### src/rtl/frame_word_assembler.sv
// Beat-to-word deframer: header-qualified, MSB-first assembly of BEATS beats with trailer check.
// Optional macro FRAME_ERR_CNT_EN adds a saturating 8-bit err_cnt output.
//
// state      | meaning
// ST_IDLE    | waiting for a beat whose header field matches HDR_VAL
// ST_COLLECT | accumulating the remaining beats of a frame, watching the idle gap
module frame_word_assembler #(
  parameter int               IN_W    = 8,
  parameter int               BEATS   = 4,
  parameter int               HDR_W   = 4,
  parameter logic [HDR_W-1:0] HDR_VAL = 4'hA,
  parameter int               TRL_W   = 16,
  parameter logic [TRL_W-1:0] TRL_VAL = 16'hBEAF,
  parameter int               TIMEOUT = 15
) (
  input  logic                  div_8_clk,
  input  logic                  rst_n,
  input  logic                  in_valid,
  input  logic [IN_W-1:0]       data_in,
  output logic                  out_valid,
  output logic [IN_W*BEATS-1:0] data_out,
  output logic                  frame_err,
  output logic                  busy
`ifdef FRAME_ERR_CNT_EN
  ,output logic [7:0]           err_cnt
`endif
);

  localparam int OUT_W = IN_W * BEATS;
  localparam int SR_W  = OUT_W - IN_W;
  localparam int BC_W  = $clog2(BEATS);
  localparam int GAP_W = $clog2(TIMEOUT + 1);

  localparam logic [0:0] ST_IDLE    = 1'b0;
  localparam logic [0:0] ST_COLLECT = 1'b1;

  localparam logic [BC_W-1:0]  LAST_BEAT = BC_W'(BEATS - 1);
  localparam logic [GAP_W-1:0] GAP_LAST  = GAP_W'(TIMEOUT - 1);

  logic [0:0]       state;
  logic [SR_W-1:0]  shift_reg;
  logic [BC_W-1:0]  beat_cnt;
  logic [GAP_W-1:0] gap_cnt;

  logic [OUT_W-1:0] candidate;
  logic             hdr_hit;
  logic             last_beat;
  logic             trl_ok;
  logic             word_good;
  logic             word_bad;
  logic             gap_abort;

  // shift_reg only holds the beats already taken; the current beat completes the word
  assign candidate = {shift_reg, data_in};
  assign hdr_hit   = in_valid && (data_in[IN_W-1 -: HDR_W] == HDR_VAL);
  assign last_beat = (state == ST_COLLECT) && in_valid && (beat_cnt == LAST_BEAT);
  assign trl_ok    = (candidate[TRL_W-1:0] == TRL_VAL);
  assign word_good = last_beat && trl_ok;
  assign word_bad  = last_beat && !trl_ok;
  assign gap_abort = (state == ST_COLLECT) && !in_valid && (gap_cnt == GAP_LAST);
  assign busy      = (state == ST_COLLECT);

  always_ff @(posedge div_8_clk) begin
    if (!rst_n) begin
      state     <= ST_IDLE;
      shift_reg <= '0;
      beat_cnt  <= '0;
      gap_cnt   <= '0;
      data_out  <= '0;
      out_valid <= 1'b0;
      frame_err <= 1'b0;
    end else begin
      out_valid <= word_good;
      frame_err <= word_bad || gap_abort;
      if (word_good)
        data_out <= candidate;

      case (state)
        ST_IDLE: begin
          if (hdr_hit) begin
            shift_reg <= SR_W'(data_in);
            beat_cnt  <= BC_W'(1);
            gap_cnt   <= '0;
            state     <= ST_COLLECT;
          end
        end
        default: begin
          if (in_valid) begin
            gap_cnt   <= '0;
            shift_reg <= candidate[SR_W-1:0];
            if (last_beat) begin
              beat_cnt <= '0;
              state    <= ST_IDLE;
            end else begin
              beat_cnt <= beat_cnt + 1'b1;
            end
          end else if (gap_abort) begin
            gap_cnt  <= '0;
            beat_cnt <= '0;
            state    <= ST_IDLE;
          end else begin
            gap_cnt <= gap_cnt + 1'b1;
          end
        end
      endcase
    end
  end

`ifdef FRAME_ERR_CNT_EN
  always_ff @(posedge div_8_clk) begin
    if (!rst_n)
      err_cnt <= 8'h00;
    else if ((word_bad || gap_abort) && (err_cnt != 8'hFF))
      err_cnt <= err_cnt + 8'd1;
  end
`endif

endmodule

### config.mk
export PLATFORM = sky130hd
export DESIGN_NAME = frame_word_assembler
export DESIGN_NICKNAME = d
export VERILOG_FILES = /design/src/rtl/frame_word_assembler.sv
export SDC_FILE = /design/constraint.sdc
export NUM_CORES = 1
export LEC_CHECK = 0
export BUFFER_PORTS_ARGS = -buffer_cell sky130_fd_sc_hd__buf_2
export CAP_MARGIN = 20
export CORE_UTILIZATION = 48
export DETAILED_ROUTE_END_ITERATION = 16
export GPL_TIMING_DRIVEN = 0
export PLACE_DENSITY = 0.71
export SLEW_MARGIN = 20
export SYNTH_ARGS = -nofsm -noshare
export SYNTH_HDL_FRONTEND = slang
export SYNTH_SLANG_ARGS = --single-unit
### constraint.sdc
create_clock -name div_8_clk -period 1.9 [get_ports div_8_clk]
set_clock_uncertainty 0.2 [all_clocks]
set_input_delay 0.19 -clock div_8_clk [delete_from_list [all_inputs] [get_ports div_8_clk]]
set_output_delay 0.19 -clock div_8_clk [all_outputs]
set_load 0.005 [all_outputs]
==> results <==
- STA classifies the critical path startpoint as an input pin.
- The root buffer cell chosen for the clock tree is sky130_fd_sc_hd__clkbuf_8.
- The per-instance average area after synthesis is 10.2 um2.
- The wire length of the first global-routing pass is 8370 um.
- Counting the buffers created by CTS gives 9.
- The cell type group with the largest total delay on the critical path is buffers and inverters.
- The flow ran to the end, and the final reports show no timing, DRC or antenna violations.
- The number of antenna diodes is 0.
- The critical path class is in -> reg.
- The routed design has 5180 um of wire.
- The count of port buffers added during placement is 44.
- The area inside the core boundary is 4850 um2.
- In this run the remaining antenna-violating nets after routing total 0.
- The critical path arrival is 1.88 ns.
- The final count of hold timing violations was 0.
- In this run the cell area of the synthesized design comes to 2470 um2.
- The slew at the pin closest to its max-slew limit is 0.541 ns.
- The via count normalized by instance count is 5.15.
- The classification of the worst-slack hold path is in -> reg.
- The cell that appears most often on the critical path is sky130_fd_sc_hd__and4_1.
- The portion of the post-synthesis area used by sequential elements is 52.7%.
- The initial antenna violation count is 0.
- Measured against its own limit, the worst slew margin works out to 63.9%.
- The height of the die is ~74 um.
- Entering global routing, the biggest net connects 11 pins.
- Setup repair after global routing left no endpoint under its margin.
- The buffer depth of the longest clock path is 2.
- The post-route netlist has 23.0% of its cells at a drive strength greater than 1.
- The number of nets in the finished design is 320.
- The flip-flop count of the largest register, all copies and words added is 32.
- The routed length per placed instance is 13.8 um.
- The number of search-and-repair iterations in the first detailed-routing pass is 4.
- The power per unit of standard cell area is between 800 and 900 nW/um2.
- The part of the cycle the worst path needs is around 97%.
- The relative area change from synthesis to final layout is 24.6%.
- The remaining global-route overflow is 0.
- The DRC violations left is 0.
- The total I/O pin count is 46.
- The clock-pin slew on the worst setup and hold paths is about 0.07 ns.
- TritonCTS built the clock tree.
- The detailed-route via count is 1936.
- The sort of element at the end of the critical path is a flip-flop.
- The total design power is about 2.5 mW.
- Walking the worst path, the cells encountered are dlygate4sd3_1 -> buf_2 -> and4_1 -> and4_1 -> and3_4 -> buf_8 -> buf_12 -> and3b_1.
- Global routing used 21.0% of the available tracks across all layers.
- The die is 73.8 um wide.
- At the later pin of the worst-skew pair, clock insertion delay measures between 0.3 and 0.4 ns.
- Timing would allow up to 540 MHz.
- The maximum vdd drop is between 0.0004 and 0.0005 V.
- The peak per-stage delay on the critical path is 0.53 ns.
- Yosys mapped the design onto 32 distinct sky130hd cell types.
- The maximum fanout encountered on the critical timing path is 10.
- The master of the slowest instance on the critical path is sky130_fd_sc_hd__dlygate4sd3_1.
- The layout has 424 filler cells.
- STA puts the critical path data required time at 1.93 ns.
- The final critical delay including setup and external delays is 1.85 ns.
- Once the floorplan was initialized, standard cells occupied 51.0% of the core.
- The number of levels the H-tree was split into is 3.
- The half-perimeter wire length after detailed placement is 3500 um.
- For this design the static power due to leakage is 1.29 nW.
- The post-synthesis net count is 256.
- The number of core rows is 25.
- The last weighted congestion value of the routability-driven placer is 0.767.
- The via count of the first global-routing pass is 1739.
- For the final routed database, the setup TNS stands at 0 ns.
- The synthesized design contains between 60 and 70 register bits.
- The library cell used most frequently in the layout, excluding fill and tap cells, is sky130_fd_sc_hd__dfxtp_1.
- Counting every instance in the synthesized netlist gives 242.
- The max-slew violation total from the final report is 0.
- The buffer and inverter count on the worst path is 4.
- The detailed router finished its first iteration with 89 violations.
- Yosys printed 0 warnings.
- Leaving out fill and tap cells, the most frequent cells in the layout are 65 x sky130_fd_sc_hd__dfxtp_1, 47 x sky130_fd_sc_hd__buf_2, 42 x sky130_fd_sc_hd__nand2_1.
- The number of max-cap violations is 0.
- Setup violations remaining at the end of the flow were counted as 0.
- The area of the die is 5440 um2.
- Counting every sink on the clock net gives 65.
## final cells by class
| class | instances | area [um2] | share of cell area, % |
|---|---|---|---|
| well taps | 67 | 83.8 | 2.72 |
| flip-flops and latches | 65 | 1300 | 42.3 |
| plain buffers | 17 | 123 | 3.98 |
| inverters | 1 | 3.75 | 0.122 |
| clock buffers | 11 | 151 | 4.92 |
| clock inverters | 3 | 17.5 | 0.569 |
| repair buffers | 53 | 328 | 10.6 |
| multi-input cells | 159 | 1070 | 34.8 |
## worst paths after layout
check,endpoint,cells after the start,from,slack [ns]
worst min register to register,data_out[30]$_SDFFE_PN0P_,2,data_out[30]$_SDFFE_PN0P_,0.26
worst max-delay path,data_out[14]$_SDFFE_PN0P_,8,data_in[0],0.05
worst max register to register,data_out[14]$_SDFFE_PN0P_,6,shift_reg[5]$_SDFFE_PN0P_,0.15
worst min-delay path,shift_reg[15]$_SDFFE_PN0P_,2,rst_n,0.04
## worst register-to-register path, delay by kind of cell, from the launching register on
kind / cells / cell delay [ns]
flops: 1 / 0.37
simple gates: 4 / 0.80
buf+inv: 2 / 0.28
## cell families (layout without fill, tap and decap cells)
| family | Yosys count | after routing | share of synthesized area, % |
|---|---|---|---|
| compound gates | 41 | 41 | 12.1 |
| mux | 23 | 23 | 9.32 |
| fa+ha+maj | 3 | 3 | 1.52 |
| simple gates | 92 | 92 | 19.9 |
| flops | 65 | 65 | 52.7 |
| buf+inv | 18 | 85 | 4.46 |
## stage by stage
step	std cells	hold slack [ns]	util, %	setup slack (ns)	cell area (um2)
2_1_floorplan	242	0.137	-	0.278	2470
3_3_place_gp	353	0.241	57.2	0.0771	2780
3_5_place_dp	353	0.243	57.2	0.0585	2780
4_1_cts	375	0.0442	62.4	0.0369	3020
5_1_grt	376	0.0435	63.5	0.00310	3080
6_report	376	0.0415	63.5	0.0489	3080
## metal layers
metal	part of all wire (%)	global-route usage, %
met4	1.5	8.76
met1	50	27.8
met3	5.0	6.04
met5	0	0
met2	44	31.8
## power breakdown
part	switching, mW	leakage, nW	internal, mW
sequential	0.00410	0.524	1.37
combinational	0.0518	0.679	0.0403
clock	0.498	0.0871	0.525
total	0.554	1.29	1.93
## cell usage after synthesis (all sizes together)
| cell | n | area share, % |
|---|---|---|
| buf | 8 | 2.9 |
| clkbuf | 9 | 1.4 |
| o21ai | 4 | 0.96 |
| and3b | 4 | 1.4 |
| nand3 | 5 | 1.0 |
| ha | 3 | 1.5 |
| a22oi | 16 | 4.9 |
| nand2b | 1 | 0.25 |
| o21a | 12 | 3.6 |
| nor2b | 23 | 5.8 |
| a21oi | 1 | 0.20 |
| o22ai | 1 | 0.25 |
| dfxtp | 65 | 53 |
| nand2 | 42 | 6.4 |
| o211a | 1 | 0.41 |
| a31oi | 1 | 0.25 |
| nand4b | 2 | 0.71 |
| and3 | 2 | 0.51 |
| and4b | 2 | 0.81 |
| and4bb | 1 | 0.51 |
| and4 | 2 | 0.71 |
| a21boi | 4 | 1.2 |
| and2 | 4 | 1.0 |
| mux2i | 23 | 9.3 |
| or3b | 1 | 0.35 |
| inv | 1 | 0.15 |
| nor2 | 3 | 0.46 |
| o211ai | 1 | 0.30 |
## repair_timing
action	CTS	global route
hold buffers	8	0
resized for setup	0	7
setup buffers	0	0
hold endpoints to repair	8	0
endpoints found under the setup margin	0	20
No activity file was read; power rests on OpenSTA's default activity.
